File: src/rtl/datapath_sequencer.sv
// Sequencer for the 4-bit R1/R2/AR/memory datapath. It accepts one opcode and immediate
// per start/busy/done handshake, then drives the datapath control word for one or two cycles.
module datapath_sequencer (
  input  logic       clk,
  input  logic       rst_n,
  input  logic       start,
  input  logic [2:0] op,
  input  logic [3:0] imm,
  output logic       busy,
  output logic       done,
  output logic       err,
  output logic [3:0] x,
  output logic       l1,
  output logic       l2,
  output logic       l3,
  output logic [1:0] s1,
  output logic [1:0] s2,
  output logic       f,
  output logic       w,
  output logic       r
);

  localparam logic [1:0] SEL_X   = 2'd0;
  localparam logic [1:0] SEL_R1  = 2'd1;
  localparam logic [1:0] SEL_R2  = 2'd2;
  localparam logic [1:0] SEL_MEM = 2'd3;

  localparam logic [2:0] OP_ADD   = 3'd0;
  localparam logic [2:0] OP_SUB   = 3'd1;
  localparam logic [2:0] OP_LDI   = 3'd2;
  localparam logic [2:0] OP_SETAR = 3'd3;
  localparam logic [2:0] OP_STORE = 3'd4;
  localparam logic [2:0] OP_LOAD  = 3'd5;

  typedef enum logic [1:0] {IDLE, ZERO, EXEC, DONE} state_t;

  state_t     state, state_nxt;
  logic [2:0] op_q;
  logic [3:0] imm_q;
  logic       illegal_q;

  // NOTE: sequential state uses non-blocking assignments so every register samples pre-edge values.
  always_ff @(posedge clk or negedge rst_n) begin
    if (!rst_n) begin
      state <= IDLE;
      op_q  <= '0;
      imm_q <= '0;
    end else begin
      state <= state_nxt;
      if (state == IDLE && start) begin
        op_q  <= op;
        imm_q <= imm;
      end
    end
  end

  // Opcodes 6 and 7 are the only illegal encodings.
  assign illegal_q = (op_q[2:1] == 2'b11);

  always_comb begin
    state_nxt = state;
    unique case (state)
      IDLE: begin
        if (start) begin
          case (op)
            OP_ADD, OP_SUB:                      state_nxt = EXEC;
            OP_LDI, OP_SETAR, OP_STORE, OP_LOAD: state_nxt = ZERO;
            default:                             state_nxt = DONE;
          endcase
        end
      end
      ZERO:    state_nxt = EXEC;
      EXEC:    state_nxt = DONE;
      DONE:    state_nxt = IDLE;
      default: state_nxt = IDLE;
    endcase
  end

  // NOTE: every output gets its idle value first so no path through the case infers a latch.
  always_comb begin
    busy = (state != IDLE);
    done = (state == DONE);
    err  = (state == DONE) && illegal_q;
    x    = '0;
    l1   = 1'b0;
    l2   = 1'b0;
    l3   = 1'b0;
    s1   = SEL_X;
    s2   = SEL_X;
    f    = 1'b0;
    w    = 1'b0;
    r    = 1'b0;
    case (state)
      ZERO: begin
        // imm - imm clears R2 so the EXEC step can use R2 as an additive zero.
        x  = imm_q;
        s1 = SEL_X;
        s2 = SEL_X;
        f  = 1'b1;
        l2 = 1'b1;
      end
      EXEC: begin
        case (op_q)
          OP_ADD, OP_SUB: begin
            s1 = SEL_R1;
            s2 = SEL_R2;
            f  = (op_q == OP_SUB);
            l1 = 1'b1;
          end
          OP_LDI, OP_SETAR: begin
            x  = imm_q;
            s1 = SEL_X;
            s2 = SEL_R2;
            l1 = (op_q == OP_LDI);
            l3 = (op_q == OP_SETAR);
          end
          OP_STORE: begin
            s1 = SEL_R1;
            s2 = SEL_R2;
            w  = 1'b1;
          end
          OP_LOAD: begin
            r  = 1'b1;
            s1 = SEL_MEM;
            s2 = SEL_R2;
            l1 = 1'b1;
          end
          default: ;
        endcase
      end
      default: ;
    endcase
  end

endmodule

File: config.mk
export PLATFORM = sky130hd
export DESIGN_NAME = datapath_sequencer
export DESIGN_NICKNAME = d
export VERILOG_FILES = /design/src/rtl/datapath_sequencer.sv
export SDC_FILE = /design/constraint.sdc
export NUM_CORES = 1
export LEC_CHECK = 0
export ABC_AREA = 1
export ABC_CLOCK_PERIOD_IN_PS = 2900
export BUFFER_PORTS_ARGS = -buffer_cell sky130_fd_sc_hd__buf_4
export CORE_AREA = 2 2 39 41
export DETAILED_ROUTE_END_ITERATION = 16
export DIE_AREA = 0 0 41 43
export HOLD_SLACK_MARGIN = 0.03
export PLACE_DENSITY = 0.86
export SETUP_SLACK_MARGIN = 0.2
export SYNTH_ARGS = -nofsm -noshare
export SYNTH_HDL_FRONTEND = slang
export SYNTH_SLANG_ARGS = --single-unit
export TNS_END_PERCENT = 100
File: constraint.sdc
create_clock -name clk -period 2.9 [get_ports clk]
set_input_delay 0.435 -clock clk [delete_from_list [all_inputs] [get_ports clk]]
set_output_delay 0.435 -clock clk [all_outputs]
set_load 0.05 [all_outputs]
=== Word level (Yosys, flattened, before mapping) ===
Index checks and enable logic that the tools add are counted.

* Latch bits: 0
* Memories kept: 0
* Memory bits (read-only): 0
* RAM bits: 0
* Logic and storage cells: 51
* Output and inout bits: 17
* Bits of input ports: 10
* Flip-flop bits (word level): 9

* Mux-type cells: 20
* Equal/unequal tests: 15
* Add/sub/neg operators: 0
* Bitwise gates (word level): 0
* Multipliers: 0
* $lt $le $gt $ge: 0
* Shift operators: 0
* Reductions and logical operators: 13
* Divide/modulo/power cells: 0

{| class="wikitable"
|+ Operators with widths
! cell !! number
|-
| $eq A3 B2 Y1 const B || 4
|-
| $eq A3 B3 Y1 const B || 4
|-
| $mux W1 || 9
|-
| $mux W2 || 4
|-
| $pmux W2 S2 || 2
|-
| $pmux W2 S4 || 1
|-
| $pmux W4 S2 || 1
|-
| $eq A2 B2 Y1 const B || 3
|-
| $eq A3 B1 Y1 const B || 2
|-
| $logic_not A3 Y1 || 2
|-
| $reduce_or A2 Y1 || 3
|-
| $reduce_or A3 Y1 || 2
|-
| $reduce_or A6 Y1 || 1
|-
| $mux W4 || 1
|-
| $pmux W1 S2 || 2
|-
| $reduce_or A4 Y1 || 1
|-
| $eq A2 B1 Y1 const B || 1
|-
| $logic_and A1 B1 Y1 || 2
|-
| $logic_not A2 Y1 || 1
|-
| $ne A2 B2 Y1 const B || 1
|-
| $reduce_bool A2 Y1 || 1
|}

=== Depth between registers and ports, before layout ===
Gate-level depths: netlist of the first run.

* Depth in word-level cells: 5
* Depth in mapped cells: 6

=== Worst setup path before layout of the first run ===
No wires, ideal clock.

* Path type: reg2out
* From: register state[0]
* To: output s1[1]
* Slack: 201 ps
* Data required time: 2465 ps
* Cell stages (with the launch flop): 6
* Arrival: 2264 ps
* Path through: dfrtp_1 -> inv_1 -> ha_1 -> nand2_1 -> nor3_1 -> buf_4

* Word-level cells in the longest chain between the ends: 2

{| class="wikitable"
|+ Ends and longest elaborated chain
! what !! RTL line !! RTL
|-
| start, declared || 37 || <nowiki>state_t state, state_nxt;</nowiki>
|-
| start signal, assigned || 49 || <nowiki>state <= state_nxt;</nowiki>
|-
| $eq A2 B2 Y1 || 93 || <nowiki>case (state)</nowiki>
|-
| $mux W2 || 93 ||
|-
| end, declared || 16 || <nowiki>output logic [1:0] s1,</nowiki>
|}

No other way between the ends.

=== Worst setup path after layout of the first run ===
* From: register state[0]
* To: output f

* Word-level cells in the longest chain between the ends: 2
* Elaborated cells between the ends (all ways): 3
* Those cells by class: eq/ne: 2; mux: 1

{| class="wikitable"
|+ Ends and longest elaborated chain
! what !! RTL line !! RTL
|-
| $eq A2 B2 Y1 or $eq A2 B1 Y1 (tied branches) || 93 ||
|-
| $pmux W1 S2 (*) || 93 ||
|-
| end, declared || 18 || <nowiki>output logic f,</nowiki>
|}

Mark *: on every way between the ends. The rest lies on a longest branch, timed or not.

==> results.md, run 1 <==
- Post-CTS sizing: 0
- CTS buffer count: 3
- Fmax: between 0.4 and 0.5 GHz
- Final setup TNS: 0 ns
- Status: finished, final reports clean
- Nets@finish: approximately 130
- Crit path launch: state[0]
- Final setup fails: 0
- Initial Util: between 40% and 50%
- Final Wtd Congestion: ~0.8
- Worst Path Buf+Inv: 3
- CP dominant cell by count: inv_1
- Filler Cells Inserted: roughly 130
- Synth Cell Area: just over 600 um2
- DRC: 0
- Setup crit end: f
- P_leak: 0.483 nW
- Rows: 14
- Grt total ovfl: 0
- Skew-Pair Late Insertion Delay: about 0.27 ns
- Clock slew seen by the registers of the worst setup and hold paths: ~0.07 ns
- Syn Inst Count: 81
- Critical Path AT: approximately 1.6 ns
- HPWL after detailed placement: just over 1000 um
- CTS tree: built
- Combinational share of power: approximately two thirds
- Yosys cell types: 18
- Layout cells sized above 1: roughly a third
- Worst EP required: between 2 and 2.5 ns
- Top cell type by total area after synthesis: dfrtp_1
- Largest net degree at the start of global routing: 12
- Sink Count: 9
- Clock network power share: a little under a tenth
- Cell area power density: ~1300 nW/um2
- FF+latch count, synth: 9
- DR vias/cell: 4.77
- Max Transition Viols Final: 0
- 1st-iter DRT viols: 11
- Syn_nets: slightly below 100
- Die X: a little over 40 um
- Max Clock Skew: 0.0110 ns
- Util after Layout: 60.4%
- Root Driver: clkbuf_4
- Placed cell count: ~120
- Number of detailed-route iterations in the first pass: 4
- Number of global-route vias before repair: around 480
- Non-Filler Instances: between 100 and 150
- Total Wirelength: between 1000 and 1500 um
- Post-route ant nets: 0
- CP max-delay cell: dfrtp_1
- Initial antenna violation count: 0
- Sequential share of the synthesized area: 36.4%
- Area Overhead vs Synth: 35.2%
- Syn. warnings: 0
- Setup Crit Path Kind: register to output port
- Clock Tree Buf Depth: 2
- Most frequent cells in the layout: nand2_1, buf_4, inv_1, dfrtp_1
- GRT Overall Usage: between 10% and 20%
- CP top delay family: buffers and inverters
- H-tree Lvls: 1
- Yosys top cell area share: between 30% and 40%
- Commonest non-fill, non-tap cell in the layout: nand2_1
- Switching pwr: around 0.6 mW
- Crit-path cells: inv_1 > ha_1 > inv_1 > nor2_2 > nand2_1 > a21oi_1 > buf_4
- Via count: just under 600
- # IOs: 27
- Flop pwr share: 23.4%
- EDFF count, synth: 0
- Fin crit period: about 2 ns
- I/O Buffers: 25
- Fin. Hold Viols: 0
- Die footprint: around 1800 um2
- Core Footprint: around 1400 um2
- Routed len/inst: roughly 11 um
- Max cap viols: 0
- Worst vdd ir: about 0.00053 V
- Number of diodes: 0
- Sw Ratio: between 50 and 60%
- Setup slack, reg-to-reg: 1.53 ns
- M2 GR Usage: around 28%
- Reg2Reg Launch Point: state[0]
- DIE HEIGHT: 43 um
- Worst Setup End Kind: output port
- Syn_area_per_cell: 7.63 um2
- Worst min-delay path category: input port to register
- Worst r2r path cells: 6
- Worst flop-to-flop path endpoint: op_q[0]
- RSZ-0062 raised after global routing: false
- FFs w/ async S/R, synth: between 90% and 100%
- M1 GR Usage: 21.2%
- Predominant post-synthesis flop cell: dfrtp_1
- Critical-path maximum fanout: 4
- Crit share post-route: a little over two thirds
- Critical path's largest stage delay: approximately 0.4 ns
- Cell-internal power: 0.457 mW
- Cell count along the critical path: 7
- Met3 usage: 3.14%
- CP Launch Type: register
- Busiest layer in global routing: met2
- First-pass GRT wire length: 2010 um
- Synth area leaders: dfrtp_1, nand2_1, ha_1
[worst min-delay path: stages]
cell     delay, ns
buf_4         0.08
nand2_1       0.04
nand2_1       0.04
[flip-flops by register name (all words and copies together) (netlist names)]
signal and cells:
op_q 3, imm_q 4, state 2
[what timing repair did]
item                                    CTS  global route
hold buffers                              1             0
endpoints found under the setup margin    0             0
hold endpoints to repair                  9             0
buffers inserted                          0             0
[through the flow]
stage               area, um2  power (mW)  worst slack [ns]  hold WS, ns
floorplan                 618       0.789             0.201        0.139
global placement          800       0.945              1.18        0.262
detailed placement        800       0.964              1.14        0.263
CTS                       836        1.07             0.854        0.355
global route              836        1.14             0.722        0.372
finish                    836        1.06             0.867        0.355
[area by class of cell]
type | instances | area (um2) | share of cell area (%)
Sequential cell | 9 | 225 | 26.9
Tap cell | 16 | 20.0 | 2.40
Timing Repair Buffer | 26 | 198 | 23.7
Inverter | 15 | 56.3 | 6.74
Clock buffer | 4 | 26.3 | 3.14
Multi-Input combinational cell | 54 | 310 | 37.1
[metal layers]
metal / up-vias / wire, um
met5: - / 0
met4: 0 / 21
met3: 3 / 75
met2: 24 / 678
met1: 265 / 589
li1: 299 / -
[power groups by stage]
stage          clock, mW  combinational, mW  sequential [mW]
2_1_floorplan          0              0.558            0.230
3_3_place_gp           0              0.702            0.243
3_5_place_dp           0              0.716            0.249
4_1_cts           0.0997              0.721            0.247
5_1_grt            0.107              0.778            0.256
6_report          0.0989              0.717            0.249
[kinds of logic after synthesis]
kind of cell               synth area share (%)
AOI/OAI and AO/OA                          12.5
adders and majority gates                  12.1
buffers and inverters                      13.4
DFF                                        36.4
other                                     0.607
and+or+nand+nor                            24.9
[how the worst min path moves through the flow]
stage | start | end | depth (start not counted)
final | imm[2] | imm_q[2] | 3
after detailed placement | rst_n | op_q[0] | 1
after global routing | imm[3] | imm_q[3] | 3
after CTS | imm[3] | imm_q[3] | 3
after global placement | rst_n | imm_q[0] | 1
after floorplan | rst_n | imm_q[0] | 0
[cell usage after synthesis, types with 2 or more instances]
| master | count |
|---|---|
| nand2_1 | 26 |
| inv_1 | 15 |
| dfrtp_1 | 9 |
| a21oi_1 | 6 |
| ha_1 | 6 |
| buf_4 | 2 |
| nand3_1 | 2 |
| nor2_1 | 2 |
| nor3_1 | 2 |
| o211ai_2 | 2 |
| o21ai_2 | 2 |
Power figures use the tool's default switching activity.
==> run 2, diff against run 1 <==
ABC_CLOCK_PERIOD_IN_PS = 2000   (was 2900)
CORE_AREA = not set   (was 2 2 39 41)
CORE_UTILIZATION = 45   (was not set)
DIE_AREA = not set   (was 0 0 41 43)
PLACE_DENSITY = 0.83   (was 0.86)
clock period = 2 ns   (was 2.9 ns; I/O delays follow)
==> results.md, run 2 (synthesis gave the netlist of run 1 again) <==
- Status: finished, final reports clean
- Largest Register: imm_q
- Max Transition Viols Final: 0 (unchanged)
- Clock network power share: 7.7% (-1.6 points)
- Via count: 596 (+0.85%)
- Nets@finish: 128 (+2.4%)
- Util after Layout: 81.8% (+21 points)
- Cell area power density: 1860 nW/um2 (+46%)
- Max cap viols: 0 (unchanged)
- CP Launch Type: register
- Final Wtd Congestion: 0.801 (+0.54%)
- Worst flop-to-flop path endpoint: op_q[0]
- Switching pwr: 1.01 mW (+66%)
- Number of global-route vias before repair: 576 (+20%)
- Skew-Pair Late Insertion Delay: 0.26 ns (about the same)
- CTS tree: built
- Area Overhead vs Synth: 56.9%
- Setup Crit Path Kind: register to output port
- Die footprint: 1530 um2 (-13%)
- Number of diodes: 0 (unchanged)
- Post-route ant nets: 0 (unchanged)
- Smallest hold slack: 0.237 ns (-0.118 ns)
- Die X: 39.1 um (-4.7%)
- Worst min-delay path category: input port to register
- Number of detailed-route iterations in the first pass: 4 (unchanged)
- M2 GR Usage: 40.4% (+12 points)
- Sw Ratio: 56.0% (-1.1 points)
- Hold Path End: imm_q[3]
- Placed cell count: 117 (-1.7%)
- Sink Count: 9 (unchanged)
- Most frequent cells in the layout: nand2_1, buf_4, inv_1, dfrtp_1, buf_6
- P_leak: 0.505 nW (+4.5%)
- Busiest layer in global routing: met2
- Fmax: between 0.5 and 0.6 GHz
- Commonest non-fill, non-tap cell in the layout: nand2_1
- Worst Setup End Kind: output port
- Met3 usage: 1.73% (-1.4 points)
- Initial Util: 52.1% (+7.4 points)
- Initial antenna violation count: 0 (unchanged)
- CTS buffer count: 3 (unchanged)
- Combinational share of power: 71.4% (+4.0 points)
- Critical Path AT: 1.50 ns (-0.10 ns)
- M1 GR Usage: 29.3% (+8.1 points)
- DR vias/cell: 4.77 (about the same)
- Core Footprint: 1190 um2 (-14%)
- DIE HEIGHT: 39.1 um (-9.2%)
- Hold_sp: imm[3]
- Worst vdd ir: 0.00113 V (+110%)
- Reg2Reg Launch Point: state[1]
- Final setup fails: 0 (unchanged)
- GRT Overall Usage: 23.7% (+5.7 points)
- Filler Cells Inserted: 85 (-34%)
- Crit share post-route: about 90%
- Clock slew seen by the registers of the worst setup and hold paths: 0.06 ns (about the same)
- Fin crit period: around 1.8 ns
- First-pass GRT wire length: 2360 um (+18%)
- Max FFs per register: 4 (unchanged)
- Root Driver: clkbuf_4
- HPWL after detailed placement: 1080 um (+3.6%)
- Flop pwr share: 20.9% (-2.5 points)
- Storage element area: 226 um2 (+0.56%)
- H-tree Lvls: 1 (unchanged)
- Fin. Hold Viols: 0 (unchanged)
- Clock Tree Buf Depth: 2 (unchanged)
- Rows: 12 (-2)
- Non-Filler Instances: 125 (+0.81%)
- Worst EP required: 1.70 ns (-0.77 ns)
- Setup slack, reg-to-reg: 0.68 ns (-0.85 ns)
- DRC: 0 (unchanged)
- # IOs: 27 (unchanged)
- RSZ-0062 raised after global routing: true
- Routed len/inst: 11.8 um (+7.1%)
- Cell-internal power: 0.795 mW (+74%)
- Multi-input logic area: 400 um2 (+29%)
- Worst r2r path cells: 6 (unchanged)
- Grt total ovfl: 0 (unchanged)
- Largest net degree at the start of global routing: 12 (unchanged)
- WHS Path Cells: 3 (unchanged)
- 1st-iter DRT viols: 5 (-6)
- I/O Buffers: 25 (unchanged)
- Layout cells sized above 1: 48.6% (+16 points)
- Critical-path maximum fanout: 4 (unchanged)
- Max Clock Skew: 0.00170 ns (-0.00927 ns)
- Biggest registers after layout: imm_q x4, op_q x3, state x2
- Total Wirelength: 1470 um (+8.0%)
## run 2: area by class of cell
| cell class | instances | area share [%] |
|---|---|---|
| Tap cell | 14 | 1.81 |
| Clock buffer | 4 | 2.71 |
| Timing Repair Buffer | 29 | 25.0 |
| Inverter | 15 | 5.81 |
| Sequential cell | 9 | 23.4 |
| Multi-Input combinational cell | 54 | 41.3 |
## run 2: per-stage QoR
stage	setup TNS, ns	power [mW]	setup WS [ns]	area, um2
after floorplan	-0.319	1.23	-0.0867	668
after global placement	0	1.46	0.396	847
after detailed placement	0	1.49	0.350	847
after CTS	0	1.75	0.205	935
after global routing	0	1.93	0.0720	970
final	0	1.81	0.202	970
## run 2: critical path, stage by stage (launching register included)
cell	delay, ns
dfrtp_1	0.41
inv_2	0.12
ha_4	0.16
nand2_1	0.12
nor3_2	0.18
buf_4	0.24
## run 2: routing by layer
| metal | share of wire, % | vias up |
|---|---|---|
| met3 | 3.1 | 2 |
| met1 | 42 | 268 |
| met2 | 55 | 18 |
| li1 | - | 308 |
| met5 | 0 | - |
| met4 | 0.27 | 0 |
## run 2: worst max-delay path by stage
stage              from  endpoint  slack (ns)  depth (start not counted)
2_1_floorplan  state[0]     s1[1]       -0.09                          5
3_3_place_gp   state[0]         f        0.40                          7
3_5_place_dp   state[0]         f        0.35                          7
4_1_cts        state[0]      x[3]        0.21                          5
5_1_grt        state[0]         r        0.07                          5
6_report       state[0]         r        0.20                          5
## run 2: power groups by stage
stage | clock (mW) | combinational [mW] | sequential (mW)
6_report | 0.139 | 1.29 | 0.378
5_1_grt | 0.153 | 1.39 | 0.389
4_1_cts | 0.147 | 1.24 | 0.363
3_5_place_dp | 0 | 1.12 | 0.362
3_3_place_gp | 0 | 1.10 | 0.359
2_1_floorplan | 0 | 0.890 | 0.337
## run 2: repair_timing
item / 4_1_cts / 5_1_grt
hold buffers: 1 / 0
buffers inserted: 2 / 1
pin swaps: 0 / 5
endpoints found under the setup margin: 10 / 9
resized for setup: 9 / 7
endpoints found under the hold margin: 9 / 0
==> run 3, diff against run 2 <==
ABC_AREA = not set   (was 1)
CORE_UTILIZATION = 30   (was 45)
PLACE_DENSITY = 0.62   (was 0.83)
==> results.md, run 3 <==
- Critical-path maximum fanout: 4 (unchanged)
- Final Wtd Congestion: 0.761 (-5.0%)
- Non-Filler Instances: 119 (-4.8%)
- Critical path's largest stage delay: 0.44 ns (+0.03 ns)
- Core Footprint: 1800 um2 (+52%)
- Syn_nets: 77 (-21%)
- GRT Overall Usage: 14.8% (-8.9 points)
- Initial Util: 33.5% (-19 points)
- Critical Path AT: 1.51 ns (about the same)
- Routed len/inst: 12.5 um (+6.4%)
- Top-count cell post-synth: dfrtp_1
- Clock Tree Buf Depth: 2 (unchanged)
- Hold_sp: imm[2]
- First-pass GRT wire length: 2170 um (-7.9%)
- Crit share post-route: 90.5% (+0.64 points)
- Number of global-route vias before repair: 505 (-12%)
- Total Wirelength: 1490 um (+1.3%)
- HPWL after detailed placement: 1050 um (-2.4%)
- I/O Buffers: 25 (unchanged)
- RSZ-0062 raised after global routing: true
- Largest Register: imm_q
- Syn. warnings: 0 (unchanged)
- CP Launch Type: register
- DIE HEIGHT: 46.8 um (+20%)
- Max FFs per register: 4 (unchanged)
- Synth Cell Area: 603 um2 (-2.4%)
- Setup Crit Path Kind: register to output port
- Grt total ovfl: 0 (unchanged)
- Fin. Hold Viols: 0 (unchanged)
- Final setup TNS: 0 ns (unchanged)
- Root Driver: clkbuf_4
- Worst Setup End Kind: output port
- Max Transition Viols Final: 0 (unchanged)
- Synth area leaders: dfrtp_1, mux2_2, ha_1
- Sequential share of the synthesized area: 37.3% (+0.91 points)
- DR vias/cell: 4.71 (-1.1%)
- Top cells by count, synth: dfrtp_1, mux2_2, ha_1, inv_1, nand2_1
- Syn Inst Count: 61 (-25%)
- Syn_area_per_cell: 9.89 um2 (+30%)
- DRC: 0 (unchanged)
- Most frequent cells in the layout: buf_4, buf_6, mux2_2, dfrtp_1
- # IOs: 27 (unchanged)
- Crit-path cells: buf_12 > ha_4 > nor4bb_2 > o21a_1 > buf_6
- Number of diodes: 0 (unchanged)
- Die X: 46.8 um (+20%)
- Clock slew seen by the registers of the worst setup and hold paths: 0.06 ns (about the same)
- Nets@finish: 111 (-13%)
- Sink Count: 9 (unchanged)
- Max cap viols: 0 (unchanged)
- Yosys top cell area share: 37.3% (+0.91 points)
- Status: finished, final reports clean
- Max Clock Skew: 0.000603 ns (-0.00110 ns)
- Yosys cell types: 23 (+5)
- Post-route ant nets: 0 (unchanged)
- Biggest registers after layout: imm_q x4, op_q x3, state x2
- Via count: 561 (-5.9%)
- FF+latch count, synth: 9 (unchanged)
- Util after Layout: 60.8% (-21 points)
- Fin crit period: 1.81 ns (+0.0129 ns)
- Predominant post-synthesis flop cell: dfrtp_1
- Placed cell count: 109 (-6.8%)
- Layout cells sized above 1: 67.0% (+18 points)
- EDFF count, synth: 0 (unchanged)
- Final setup fails: 0 (unchanged)
- Commonest non-fill, non-tap cell in the layout: buf_4
- Skew-Pair Late Insertion Delay: 0.26 ns (about the same)
- Number of detailed-route iterations in the first pass: 2 (-2)
- H-tree Lvls: 1 (unchanged)
- Fmax: 0.552 GHz (-0.71%)
- CP top delay family: flip-flops
- CP max-delay cell: dfrtp_2
- 1st-iter DRT viols: 8 (+3)
- Largest net degree at the start of global routing: 10 (-2)
- CTS tree: built
- Reg2Reg Launch Point: state[0]
- Crit path launch: state[1]
- Die footprint: 2190 um2 (+44%)
- Area Overhead vs Synth: 81.7%
- FFs w/ async S/R, synth: 100% (unchanged)
- CTS buffer count: 3 (unchanged)
- Worst Path Buf+Inv: 2 (unchanged)
- Top cell type by total area after synthesis: dfrtp_1
- Worst min-delay path category: input port to register
- Rows: 15 (+3)
- Worst EP required: 1.70 ns (about the same)
- Initial antenna violation count: 0 (unchanged)
-- run 3: layout make-up --
cell class              instances  area [um2]
clock inverters                 1        5.00
clock buffers                   3        22.5
flip-flops and latches          9         229
well taps                      25        31.3
inverters                       6        31.3
fillers                       156         706
repair buffers                 32         297
multi-input cells              43         480
-- run 3: cells by family (layout without fill, tap and decap cells) --
logic type                 after synthesis  count (layout)  share of synthesized area [%]
AOI/OAI and AO/OA                        8               8                           8.09
adders and majority gates                6               6                           12.4
buffers and inverters                    9              42                           7.05
DFF                                      9               9                           37.3
muxes                                    8               8                           14.7
other                                    1               1                          0.622
and+or+nand+nor                         20              20                           19.7
-- run 3: routing by layer --
layer	global-route usage, %	vias to the layer above	part of all wire, %
met1	15.9	272	39
met4	6.86	0	0.80
met5	0	-	0
li1	-	267	-
met2	26.9	20	56
met3	3.85	2	4.4
-- run 3: path summary, 6_finish.rpt --
| check | endpoint | depth (start not counted) | slack [ns] |
|---|---|---|---|
| min | imm_q[2] | 2 | 0.27 |
| max reg2reg | imm_q[0] | 4 | 0.71 |
| min in group asynchronous | imm_q[3] | 2 | 0.39 |
| max | f | 5 | 0.19 |
| min reg2reg | imm_q[1] | 1 | 0.52 |
| max in group asynchronous | state[0] | 2 | 1.46 |
-- run 3: stage by stage --
step                      hold WS [ns]  cell area, um2  setup WS (ns)
final                            0.269            1100          0.190
after global routing             0.260            1100          0.133
after CTS                        0.258            1040          0.187
after detailed placement         0.127             898          0.249
after global placement           0.128             898          0.294
after floorplan                0.00441             692         0.0106
-- run 3: timing repair --
action	4_1_cts	5_1_grt
buffers inserted	4	1
cloned	0	0
endpoints found under the hold margin	9	0
setup endpoints to repair	9	9
hold buffers	1	0
gates resized for setup	19	8
pin swaps	2	6
Power of run 3 is left out: the tool's default activity adds up to more than one toggle a clock period on the data nets, which glitch-free logic cannot reach.
